File: config.mk
export PLATFORM = sky130hd
export DESIGN_NAME = ttl_sync_counter
export DESIGN_NICKNAME = d
export VERILOG_FILES = /design/src/rtl/ttl_sync_counter.sv
export SDC_FILE = /design/constraint.sdc
export NUM_CORES = 1
export LEC_CHECK = 0
export CORE_AREA = 2 2 39 41
export DETAILED_ROUTE_END_ITERATION = 8
export DIE_AREA = 0 0 41 43
export RECOVER_POWER = 100
export SLEW_MARGIN = 20
export SYNTH_ARGS = -nofsm -noshare
export SYNTH_HDL_FRONTEND = slang
export SYNTH_SLANG_ARGS = --single-unit
export TNS_END_PERCENT = 20
File: constraint.sdc
create_clock -name _CLK -period 1.22 [get_ports _CLK]
set_clock_uncertainty 0.15 [all_clocks]
set_input_delay 0.244 -clock _CLK [delete_from_list [all_inputs] [get_ports _CLK]]
set_output_delay 0.244 -clock _CLK [all_outputs]
set_load 0.03 [all_outputs]
File: src/rtl/ttl_sync_counter.sv
// ttl_sync_counter: parametrised synchronous presettable counter (74LS160/161/163
// family, 74LS191-style up/down when UPDOWN=1) with chip-style ENP/ENT enables
// and a combinational ripple carry for cascading.
//
// Optional build macro: TTL_SYNC_COUNTER_OVF_EN
//   defined   -> _OVF is a registered sticky wrap flag (set on a counting edge
//                with _RCO=1, cleared by reset or load)
//   undefined -> _OVF is tied low and no flag register exists
module ttl_sync_counter #(
   parameter int WIDTH   = 4,
   parameter int MODULUS = 16,
   parameter int UPDOWN  = 0
) (
   input  logic             _CLK,
   input  logic             _RST,
   input  logic             _LD_N,
   input  logic             _ENP,
   input  logic             _ENT,
   input  logic             _UD,
   input  logic [WIDTH-1:0] _D,
   output logic [WIDTH-1:0] _Q,
   output logic             _RCO,
   output logic             _OVF
);

   // Refuse to build a part whose terminal count cannot be represented.
   if (WIDTH < 1 || WIDTH > 16) begin : g_bad_width
      $error("ttl_sync_counter: WIDTH=%0d outside 1..16", WIDTH);
   end
   if (MODULUS < 2 || MODULUS > (1 << WIDTH)) begin : g_bad_modulus
      $error("ttl_sync_counter: MODULUS=%0d outside 2..2**WIDTH", MODULUS);
   end
   if (UPDOWN != 0 && UPDOWN != 1) begin : g_bad_updown
      $error("ttl_sync_counter: UPDOWN=%0d must be 0 or 1", UPDOWN);
   end

   // Top of the count. When MODULUS == 2**WIDTH this is all ones, so the
   // explicit wrap to zero coincides with natural binary overflow.
   localparam logic [WIDTH-1:0] TERM = WIDTH'(MODULUS - 1);

   logic             count_up;
   logic             count_en;
   logic             at_top;
   logic             at_zero;
   logic [WIDTH-1:0] q_next;

   // Up-only parts ignore _UD; it is still referenced so the pin stays wired.
   assign count_up = (UPDOWN == 0) ? 1'b1 : _UD;
   assign count_en = _LD_N & _ENP & _ENT;
   assign at_top   = (_Q == TERM);
   assign at_zero  = (_Q == '0);

   // Ripple carry is independent of _ENP so stages chain _RCO -> next _ENT.
   assign _RCO = _ENT & (count_up ? at_top : at_zero);

   // Next count value. Out-of-range values (loaded above TERM) never match
   // at_top, so they climb with natural 2**WIDTH wrap; down-count just decrements.
   always_comb begin
      q_next = _Q;
      if (count_up) begin
         q_next = at_top ? '0 : _Q + 1'b1;
      end else begin
         q_next = at_zero ? TERM : _Q - 1'b1;
      end
   end

   // Counter register: reset > load > count > hold.
   always_ff @(posedge _CLK) begin
      if (_RST) begin
         _Q <= '0;
      end else if (!_LD_N) begin
         _Q <= _D;
      end else if (count_en) begin
         _Q <= q_next;
      end
   end

`ifdef TTL_SYNC_COUNTER_OVF_EN
   logic ovf_q;

   // Sticky wrap flag; load clears it and, having priority, can never race a wrap.
   always_ff @(posedge _CLK) begin
      if (_RST) begin
         ovf_q <= 1'b0;
      end else if (!_LD_N) begin
         ovf_q <= 1'b0;
      end else if (count_en && _RCO) begin
         ovf_q <= 1'b1;
      end
   end

   assign _OVF = ovf_q;
`else
   assign _OVF = 1'b0;
`endif

endmodule
**Word level (Yosys, flattened, before mapping)**

Index checks and enable logic that the tools add are counted.

- Register bits: 4
- Logic and storage cells: 10

- $add $sub $neg: 1
- Eq/ne operators: 2
- Multiplexer cells: 3
- Bitwise operators: 3

Operators with widths:

| operator | number |
|---|---|
| two-way mux 4 bit | 3 |
| adder 4 x 1 -> 4 bit, second input constant | 1 |
| == test 4 bit, second input constant | 1 |
| AND 1 bit | 3 |
| != test 2 x 1 -> 1 bit, second input constant | 1 |

**Longest topological paths before layout**

Gate-level depths: netlist of run 1.

- Word-level depth: 4
- Gate-level depth with buffers: 4

**Worst setup path after synthesis of run 1**

OpenSTA, ideal clock, no wires.

- Path kind: register to output
- Start: register _Q[0]
- End: output port _RCO
- Arrival time: 1.144 ns
- Data required time: 0.826 ns
- Slack: -0.318 ns
- Stages on the path, launching flop included: 3
- Path buffers: 0
- Cell sequence: dfxtp_1 ha_1 and4_2

- Cells in the longest elaborated chain, start to end: 2

RTL lines:

| what | RTL line | source |
|---|---|---|
| start, declared | 21 | `output logic [WIDTH-1:0] _Q,` |
| start signal, assigned | 74 | `_Q <= q_next;` |
| == test 4 bit | 50 | `assign at_top = (_Q == TERM);` |
| AND 1 bit | 54 | `assign _RCO = _ENT & (count_up ? at_top : at_zero);` |
| end, declared | 22 | `output logic _RCO,` |

Every way passes these cells.

**Worst setup path after layout of run 1**

Same ends and word-level chain as after synthesis.

==> impl_metrics.prom, run 1 <==
# TYPE chip_impl_metric gauge
chip_impl_metric{name="layout_setup_ws",unit="ps"} -252
chip_impl_metric{name="antenna_violations_before_repair",unit=""} 0
chip_impl_metric{name="synth.distinct_cells",unit=""} 22
chip_impl_metric{name="globalRouteTotalUtil",unit="%"} 11.1
chip_impl_metric{name="n_antenna_cell",unit=""} 0
chip_impl_metric{name="finalHoldViolCount",unit=""} 0
chip_impl_metric{name="rows",unit=""} 14
chip_impl_metric{name="cts-buffers-inserted",unit=""} 3
chip_impl_metric{name="worst-endpoint-arrival",unit="ps"} 1080
chip_impl_info{name="holdCritPathClass",value="input pin to flop"} 1
chip_impl_metric{name="antenna_left",unit=""} 0
chip_impl_metric{name="timing.critical_path.fanout_max",unit=""} 2
chip_impl_metric{name="area_growth_syn_to_layout",unit="%"} 103
chip_impl_metric{name="drc_errors",unit=""} 0
chip_impl_metric{name="layout.area.seq",unit="um^2"} 90.1
chip_impl_metric{name="post_synth_fa_ha_maj_area_fraction",unit="%"} 4.83
chip_impl_info{name="outcome",value="finished with violations"} 1
chip_impl_metric{name="avgViaCountPerCell",unit=""} 4.50
chip_impl_metric{name="place.detailed.hpwl",unit="um"} 575
chip_impl_metric{name="synth_warnings",unit=""} 0
chip_impl_metric{name="crit_buf_inv",unit=""} 1
chip_impl_metric{name="drt_iter0_drc",unit=""} 7
chip_impl_metric{name="min_path_cells",unit=""} 4
chip_impl_metric{name="fp.dieArea",unit="um^2"} 1760
chip_impl_info{name="rsz_0062_raised_after_global_routing",value="yes"} 1
chip_impl_metric{name="clkSlewWorstSetupHoldPaths",unit="ps"} 50
chip_impl_metric{name="detailedPlace.worstSlack",unit="ps"} -427
chip_impl_metric{name="cp.required",unit="ps"} 830
chip_impl_metric{name="power.static_leakage",unit="nW"} 0.214
chip_impl_metric{name="area_occupied_by_multi_input_gates",unit="um^2"} 181
chip_impl_metric{name="tritoncts_num_sinks",unit=""} 4
chip_impl_metric{name="final_nets",unit=""} 68
chip_impl_metric{name="clockPowerShare",unit="%"} 38.9
chip_impl_info{name="crit_path_end_kind",value="output pin"} 1
chip_impl_info{name="crit_family",value="flip-flops"} 1
chip_impl_metric{name="via_count_of_the_first_global_routing_pass",unit=""} 290
chip_impl_info{name="setup.worst_path.class",value="flop to output pin"} 1
chip_impl_metric{name="place_congestion",unit=""} 0.845
chip_impl_metric{name="design.core.area",unit="um^2"} 1380
chip_impl_metric{name="power.density",unit="nW/um^2"} 954
chip_impl_metric{name="ir_worst_vdd",unit="V"} 0.000335
chip_impl_metric{name="netSwitchingPower",unit="mW"} 0.154
chip_impl_metric{name="syn_area",unit="um^2"} 259
chip_impl_metric{name="drive_gt1_share",unit="%"} 50.0
chip_impl_metric{name="syn-num-nets",unit=""} 42
chip_impl_metric{name="clock_latency",unit="ps"} 250
chip_impl_info{name="cts_root_buf",value="sky130_fd_sc_hd__clkbuf_4"} 1
chip_impl_metric{name="cts_htree_levels",unit=""} 1
chip_impl_metric{name="io-pin-count",unit=""} 16
chip_impl_metric{name="fillCellCount",unit=""} 143
chip_impl_info{name="crit_start_category",value="flop"} 1
chip_impl_metric{name="setup_viol",unit=""} 5
chip_impl_metric{name="maxSlewViolCount",unit=""} 0
chip_impl_metric{name="detail_route.wirelength",unit="um"} 770
chip_impl_metric{name="power.switching_fraction",unit="%"} 30.7
chip_impl_metric{name="max_freq",unit="GHz"} 0.680
chip_impl_info{name="largest_register",value="_Q"} 1
chip_impl_metric{name="comb_power_share",unit="%"} 30.2
chip_impl_metric{name="place.port_buffers",unit=""} 13
chip_impl_metric{name="post_synthesis_sequential_element_count",unit=""} 4
chip_impl_metric{name="final.setup.tns",unit="ps"} -684
chip_impl_metric{name="post_synth_mux_area_share",unit="%"} 0
chip_impl_metric{name="place_area",unit="um^2"} 468
chip_impl_metric{name="reg2regPathDepth",unit=""} 4
chip_impl_metric{name="synthXorXnorAreaFrac",unit="%"} 3.38
chip_impl_info{name="synth_top_family_by_area",value="simple AND/OR/NAND/NOR gates"} 1
chip_impl_metric{name="sequentialPowerShare",unit="%"} 30.8
chip_impl_metric{name="internal_power",unit="mW"} 0.348
chip_impl_metric{name="synth.avg_cell_area",unit="um^2"} 8.35
chip_impl_info{name="clock_tree_from_tritoncts",value="yes"} 1
chip_impl_metric{name="timing.max_cap.violations",unit=""} 0
chip_impl_metric{name="avgRoutedWirePerCell",unit="um"} 10.7
chip_impl_metric{name="route.vias.total",unit=""} 324
chip_impl_info{name="reg.largest.list",value="_Q (4)"} 1
chip_impl_metric{name="synth_compound_gate_area_share",unit="%"} 26.1
chip_impl_metric{name="global_route_wire_length_before_repair",unit="mm"} 1.25
chip_impl_metric{name="final_period_minus_worst_setup_slack",unit="ps"} 1470
chip_impl_metric{name="cts_buffer_depth",unit=""} 2
chip_impl_metric{name="post-place-cells",unit=""} 66
chip_impl_metric{name="dieWidth",unit="um"} 41
chip_impl_metric{name="finalCoreUtilization",unit="%"} 38.1
chip_impl_metric{name="slowest_delay",unit="ps"} 350
chip_impl_metric{name="die_h",unit="um"} 43
chip_impl_metric{name="drt-pass1-iter-count",unit=""} 2
chip_impl_metric{name="synth-seq-area-share",unit="%"} 30.9
chip_impl_metric{name="post_synth_and_or_nand_nor_area_fraction",unit="%"} 27.1
chip_impl_metric{name="initial_core_util",unit="%"} 18.7
chip_impl_metric{name="largest_net_degree_at_the_start_of_global_routing",unit=""} 10
chip_impl_metric{name="finalHoldWorstSlack",unit="ps"} 358
chip_impl_info{name="cp_cell_sequence",value="ha_4, and4_4, buf_6"} 1
chip_impl_metric{name="post_layout_nonfiller_instances",unit=""} 72
chip_impl_metric{name="power_after_layout",unit="mW"} 0.503
chip_impl_metric{name="flip_flop_count_of_the_largest_register_all_copies_and_words_added",unit=""} 4
chip_impl_metric{name="worstSetupPathDepth",unit=""} 3
chip_impl_info{name="critPathSlowestCell",value="sky130_fd_sc_hd__dfxtp_4"} 1
chip_impl_metric{name="globalRouteOverflowTotal",unit=""} 0
chip_impl_metric{name="cts_hold_buf",unit=""} 0
chip_impl_info{name="violations",value="negative setup slack"} 1
chip_impl_metric{name="min_period_over_period",unit="%"} 121
chip_impl_metric{name="postLayoutCellArea",unit="um^2"} 527
chip_impl_metric{name="cells_after_synthesis",unit=""} 31
==> synth_stat cells <==
library cell / count / area [um^2]
sky130_fd_sc_hd__a211oi_1: 1 / 7.51
sky130_fd_sc_hd__a21oi_1: 1 / 5.00
sky130_fd_sc_hd__a311o_1: 1 / 10.0
sky130_fd_sc_hd__a311oi_1: 2 / 17.5
sky130_fd_sc_hd__a311oi_2: 1 / 15.0
sky130_fd_sc_hd__and2_2: 1 / 7.51
sky130_fd_sc_hd__and4_2: 1 / 10.0
sky130_fd_sc_hd__buf_2: 1 / 5.00
sky130_fd_sc_hd__buf_4: 1 / 7.51
sky130_fd_sc_hd__conb_1: 1 / 3.75
sky130_fd_sc_hd__dfxtp_1: 4 / 80.1
sky130_fd_sc_hd__ha_1: 1 / 12.5
sky130_fd_sc_hd__inv_1: 1 / 3.75
sky130_fd_sc_hd__nand2_1: 2 / 7.51
sky130_fd_sc_hd__nand2_2: 1 / 6.26
sky130_fd_sc_hd__nand3_1: 3 / 15.0
sky130_fd_sc_hd__nand4_1: 1 / 6.26
sky130_fd_sc_hd__nor2_1: 3 / 11.3
sky130_fd_sc_hd__nor2b_1: 1 / 6.26
sky130_fd_sc_hd__o211ai_1: 1 / 7.51
sky130_fd_sc_hd__o21ai_0: 1 / 5.00
sky130_fd_sc_hd__xnor2_1: 1 / 8.76
==> final cells by class <==
class / count / area share (%)
multi-input combinational: 24 / 34.4
inverter: 1 / 0.713
timing repair buffer: 23 / 39.0
clock buffer: 4 / 4.99
sequential: 4 / 17.1
tap: 16 / 3.80
==> tightest hold or removal path, cell delays in order <==
cell and delay, ps:
sky130_fd_sc_hd__dlygate4sd2_1 220, sky130_fd_sc_hd__nand2_2 80, sky130_fd_sc_hd__nand2_1 80, sky130_fd_sc_hd__a311oi_2 80
==> cells by family after synthesis <==
group,count (synthesis)
other cells,1
fa+ha+maj,1
compound gates,8
xor+xnor,1
buf+inv,3
simple gates,13
flops,4
==> worst paths after layout <==
kind | slack [ps] | start | to
setup / recovery | -250 | _Q[0] | _RCO
hold / removal | 360 | _ENP | _Q[0]
setup reg to reg | -160 | _Q[0] | _Q[0]
hold reg to reg | 370 | _Q[2] | _Q[3]
==> routing by layer <==
metal  up-vias  track usage [%]  wire length (um)
li1        164                -                 -
met1       143             15.4               353
met2        13             13.1               330
met3         4             3.14                59
met4         0             10.0                27
met5         -                0                 0
==> cells in the final DEF (no fill, tap or decap), drive strengths merged <==
| cell type | count |
|---|---|
| dlygate4sd2 | 2 |
| and2 | 1 |
| nand4 | 1 |
| a311o | 1 |
| a311oi | 3 |
| o21ai | 1 |
| nor2 | 3 |
| clkbuf | 4 |
| dfxtp | 4 |
| inv | 1 |
| and4 | 1 |
| clkdlybuf4s50 | 6 |
| nor2b | 1 |
| a211oi | 1 |
| nand3 | 3 |
| a21oi | 1 |
| nand2 | 3 |
| ha | 1 |
| o211ai | 1 |
| xnor2 | 1 |
| conb | 1 |
| buf | 15 |
==> power by group through the flow <==
stage                     Combinational [mW]  Sequential, mW  Clock (mW)
final                                  0.152           0.155       0.196
after detailed placement               0.143           0.158           0
after CTS                              0.152           0.155       0.203
after global placement                 0.142           0.158           0
after global routing                   0.164           0.157       0.213
after floorplan                       0.0452           0.179           0
==> timing repair <==
action | CTS | global route
buffers inserted | 2 | 0
endpoints found under the setup margin | 6 | 7
pin swaps | 2 | 0
gates resized for setup | 6 | 1
(Power assumes the default switching activity.)
==> inputs of run 2 (changes only) <==
--- a/config.mk
+++ b/config.mk
@@ -8,6 +8,7 @@
 export CORE_AREA = 2 2 39 41
 export DETAILED_ROUTE_END_ITERATION = 8
 export DIE_AREA = 0 0 41 43
+export HOLD_SLACK_MARGIN = 0.02
 export RECOVER_POWER = 100
 export SLEW_MARGIN = 20
 export SYNTH_ARGS = -nofsm -noshare
==> results of run 2 <==
The final DEF is identical to that of run 1; final timing and power are the same.
==> RTL edit 1 (flow settings as in run 1) <==
Change the parameter `WIDTH` from 4 to 5.
--- a/src/rtl/ttl_sync_counter.sv
+++ b/src/rtl/ttl_sync_counter.sv
@@ -7,7 +7,7 @@
 //                with _RCO=1, cleared by reset or load)
 //   undefined -> _OVF is tied low and no flag register exists
 module ttl_sync_counter #(
-   parameter int WIDTH   = 4,
+   parameter int WIDTH   = 5,
    parameter int MODULUS = 16,
    parameter int UPDOWN  = 0
 ) (
Interface: changed (resized _D and _Q); port bits go from 16 to 18. The function was not compared with the original's and may differ.
==> RTL edit 1 against run 1 <==
The run still ends with negative setup slack left; design area increased by 20%; die area unchanged; sequential cell count increased by 1; routed wire length increased by 12%; hold slack improved by 0.037 ns; synthesized cell count increased by 9.7%; setup slack got worse by 0.099 ns; non-clock buffer count increased by 5; area after synthesis increased by 14%; power increased by 11%; largest cell class unchanged.
==> RTL edit 1: results (changes against run 1) <==
crit path DAT 1.18 ns (was 1.08 ns); status complete, but fails checks (unchanged); Post-Syn Instances 34 (was 31); number of setup violations in the final report 7 (was 5); final WL 860 um (was 770 um); setup repair bufs after CTS 0 (was 2); Area contributors post-synth dfxtp_1 34%, xor2_1 5.9%, nand3_1 5.1% (was dfxtp_1 31%, a311oi_1 6.8%, nand3_1 5.8%); vias in the first global route 373 (was 290); pre-CTS WS -0.4257 ns (was -0.4265 ns); first-pass GRT wire length 1414 um (was 1248 um); vias per inst 4.513 (was 4.500); Root Buffer clkbuf_4 (unchanged); Synth cell types 24 (was 22); setup TNS -0.8210 ns (was -0.6837 ns); final worst slack -0.3502 ns (was -0.2516 ns); Total Nets Final 77 (was 68); Port Buffer Count 15 (was 13); worst-path maximum fanout 3 (was 2); violated checks negative setup slack (unchanged); Adder-Cell Fraction of Synth Area 0.04219 (was 0.04831); GPL Wtd Cong 0.7680 (was 0.8449); Cells after DPL 76 (was 66); register area share after synthesis 0.3376 (was 0.3092); Synth Area in XOR/XNOR 0.05907 (was 0.03382); largest net degree at the start of global routing 6 (was 10); DR WL/cell 10.75 um (was 10.69 um); syn nets 46 (was 42); HPWL Detailed 692 um (was 574.6 um); largest registers _Q: 5 flops (was _Q: 4 flops); Peak VDD IR 0.4632 mV (was 0.3349 mV); leakage 0.0002526 uW (was 0.0002143 uW); Synth Area in Compound Gates 0.1899 (was 0.2609); DP Area 573.1 um^2 (was 467.9 um^2)
[RTL edit 1: area by class of cell]
type	instances	area, um^2
clock buffer	4	26.28
sequential	5	113.9
timing repair buffer	28	256.5
multi-input combinational	27	214.0
fill	140	753.2
tap	16	20.02
[RTL edit 1: power breakdown]
| part | internal, uW | total, uW | switching (uW) |
|---|---|---|---|
| Combinational | 94.8 | 170 | 75.2 |
| Sequential | 175 | 186 | 11.4 |
| Clock | 124 | 199 | 75.1 |
| Total | 394 | 555 | 162 |
[RTL edit 1: worst max-delay path: stages (launching register included)]
cell and delay (ns):
dfxtp_4 0.35, ha_4 0.14, nand3_2 0.10, nor3b_4 0.19
buf_6 0.15
[RTL edit 1: final timing paths]
check / from / endpoint / slack, ns / depth (start not counted)
worst min register to register: _Q[4] / _Q[4] / 0.47 / 3
worst max-delay path: _Q[0] / _RCO / -0.35 / 4
worst min-delay path: _ENT / _Q[0] / 0.39 / 4
worst max register to register: _Q[0] / _Q[0] / -0.28 / 4
[RTL edit 1: repair_timing]
item                                    CTS  global route
hold endpoints to repair                  0             0
resized for setup                        10             1
hold buffers                              0             0
gates cloned                              0             0
pin swaps                                 3             0
endpoints found under the setup margin    8             8
[RTL edit 1: per-layer routing]
layer / global-route usage / wire, um / share of wire
met4: 0.08000 / 0 / 0
met2: 0.1625 / 429 / 0.50
met3: 0.01571 / 42 / 0.049
met5: 0 / 0 / 0
met1: 0.1603 / 388 / 0.45
==> RTL edit 2 (config.mk and constraints of run 1) <==
Made on the original files. Register the inputs `_ENP`, `_ENT`, `_UD` and `_D` before use, cleared by the reset. The logic sees them one clock later. The other inputs are not delayed to match.
--- a/src/rtl/ttl_sync_counter.sv
+++ b/src/rtl/ttl_sync_counter.sv
@@ -23,6 +23,25 @@
    output logic             _OVF
 );
 
+   logic _ENP_q;
+   logic _ENT_q;
+   logic _UD_q;
+   logic [WIDTH-1:0] _D_q;
+
+   always_ff @(posedge _CLK) begin
+      if (_RST) begin
+         _ENP_q <= '0;
+         _ENT_q <= '0;
+         _UD_q  <= '0;
+         _D_q   <= '0;
+      end else begin
+         _ENP_q <= _ENP;
+         _ENT_q <= _ENT;
+         _UD_q  <= _UD;
+         _D_q   <= _D;
+      end
+   end
+
    // Refuse to build a part whose terminal count cannot be represented.
    if (WIDTH < 1 || WIDTH > 16) begin : g_bad_width
       $error("ttl_sync_counter: WIDTH=%0d outside 1..16", WIDTH);
@@ -45,13 +64,13 @@
    logic [WIDTH-1:0] q_next;
 
    // Up-only parts ignore _UD; it is still referenced so the pin stays wired.
-   assign count_up = (UPDOWN == 0) ? 1'b1 : _UD;
-   assign count_en = _LD_N & _ENP & _ENT;
+   assign count_up = (UPDOWN == 0) ? 1'b1 : _UD_q;
+   assign count_en = _LD_N & _ENP_q & _ENT_q;
    assign at_top   = (_Q == TERM);
    assign at_zero  = (_Q == '0);
 
    // Ripple carry is independent of _ENP so stages chain _RCO -> next _ENT.
-   assign _RCO = _ENT & (count_up ? at_top : at_zero);
+   assign _RCO = _ENT_q & (count_up ? at_top : at_zero);
 
    // Next count value. Out-of-range values (loaded above TERM) never match
    // at_top, so they climb with natural 2**WIDTH wrap; down-count just decrements.
@@ -69,7 +88,7 @@
       if (_RST) begin
          _Q <= '0;
       end else if (!_LD_N) begin
-         _Q <= _D;
+         _Q <= _D_q;
       end else if (count_en) begin
          _Q <= q_next;
       end
Formal check against the unedited RTL: not equivalent (a bounded check fails within 4 cycles, from zero or initial values and one cycle with _RST high).
==> RTL edit 2 against run 1 <==
The flow still finishes with violations (negative setup slack); critical path depth increased by 1; design area increased by 35%; power increased by 56%; routed wire length increased by 27%; area after synthesis increased by 58%; sequential cell count increased by 6; via count increased by 19%; setup slack got worse by 0.11 ns; largest power group is now sequential cells.
==> RTL edit 2: results (changes against run 1) <==
antenna cell count 0 (unchanged); sequential share of power 0.453 (was 0.308); final worst slack -0.3572 ns (was -0.2516 ns); GRT Total Usage 0.1289 (was 0.1114); CTS Buf Count 3 (unchanged); Met3 Wirelength 42 um (was 59 um); worst-path maximum fanout 2 (unchanged); metal2 WL 531 um (was 330 um); top routing layer in use met4 (unchanged); violated checks negative setup slack (unchanged); DP Area 620.6 um^2 (was 467.9 um^2); largest net degree at the start of global routing 11 (was 10); DR WL/cell 11.76 um (was 10.69 um); DRT met1 WL 376 um (was 353 um); # fillers 131 (was 143); Total Nets Final 79 (was 68); Comb group 135 uW (was 152 uW); Worst-path clk slew 0.06 ns; met1 GRT Util 0.1169 (was 0.1543); met2 Resource Use GR 0.2125 (was 0.1313); leakage 0.0002883 uW (was 0.0002143 uW); first-pass GRT wire length 1428 um (was 1248 um); fraction of layout cells with a size suffix above 1 0.4478 (was 0.5000); largest registers _D_q: 4 flops, _Q: 4 flops (was _Q: 4 flops); grt met3 use 0.06283 (was 0.03141); Synth area leader dfxtp_1 (unchanged); HPWL Detailed 644.4 um (was 574.6 um); maximum buffer depth of the clock tree 2 (unchanged); Root Buffer clkbuf_4 (unchanged); grt peak-use layer met2 (was met1); DR pass1 iterations 5 (was 2); synth cell count leaders 10 x dfxtp_1, 7 x nor2b_1, 3 x nand2_1, 3 x nand3_1, 3 x nor2_1 (was 4 x dfxtp_1, 3 x nand3_1, 3 x nor2_1, 2 x a311oi_1, 2 x nand2_1); vias in the first global route 355 (was 290); Port Buffer Count 13 (unchanged); Peak VDD IR 0.5078 mV (was 0.3349 mV); GPL Wtd Cong 0.6258 (was 0.8449); syn nets 53 (was 42); Cells after DPL 77 (was 66); Psw 183.2 uW (was 154.4 uW); Syn Area/Cell 9.771 um^2 (was 8.355 um^2); register area share after synthesis 0.4878 (was 0.3092); number of setup violations in the final report 8 (was 5); status complete, but fails checks (unchanged); Synth cell types 20 (was 22); Area contributors post-synth dfxtp_1 49%, nor2b_1 11%, nand3_1 3.7% (was dfxtp_1 31%, a311oi_1 6.8%, nand3_1 5.8%); final WL 976 um (was 770 um); Hold WC Path Type flip-flop to flip-flop (was input pin to flip-flop); crit path DAT 1.18 ns (was 1.08 ns); vias per inst 4.639 (was 4.500); DR iter-0 viols 5 (was 7)
-- RTL edit 2: what timing repair did --
item,CTS,global route
pin swaps,7,0
gates resized for setup,11,1
setup endpoints to repair,8,9
setup buffers,2,0
-- RTL edit 2: logic make-up (layout without fill, tap and decap cells) --
group           after synthesis  count (layout)  share of synthesized area
compound gates                5               5                     0.1128
xor+xnor                      2               2                    0.04269
fa+ha+maj                     1               1                    0.03048
buf+inv                       3              28                    0.03660
flops                        10              10                     0.4878
other cells                   1               1                   0.009138
simple gates                 20              20                     0.2805
-- RTL edit 2: area by class of cell --
| class | count | area, um^2 | area share |
|---|---|---|---|
| clock buffer | 4 | 36.28 | 0.05106 |
| timing repair buffer | 24 | 219.0 | 0.3081 |
| sequential | 10 | 209.0 | 0.2940 |
| multi-input combinational | 29 | 226.5 | 0.3187 |
| tap | 16 | 20.02 | 0.02817 |
-- RTL edit 2: final timing paths --
kind | from | slack, ns | depth (start not counted) | end
setup / recovery | _Q[1] | -0.36 | 4 | _RCO
hold reg to reg | _D_q[2] | 0.35 | 2 | _Q[2]
hold / removal | _D_q[2] | 0.35 | 2 | _Q[2]
setup reg to reg | _Q[0] | -0.31 | 5 | _Q[0]
-- RTL edit 2: critical path: stages (launching register included) --
cell and delay (ns):
dfxtp_4 0.36, ha_4 0.13, and3_4 0.18, and2_4 0.14
buf_6 0.12
-- RTL edit 2: stage by stage --
stage	power (uW)	setup WS, ns	TNS (ns)
floorplan	421.4	-0.2561	-0.5338
global placement	484.1	-0.2586	-1.189
detailed placement	486.3	-0.3285	-1.304
CTS	793.2	-0.3547	-0.9968
global route	829.0	-0.3985	-1.419
finish	782.2	-0.3572	-1.042
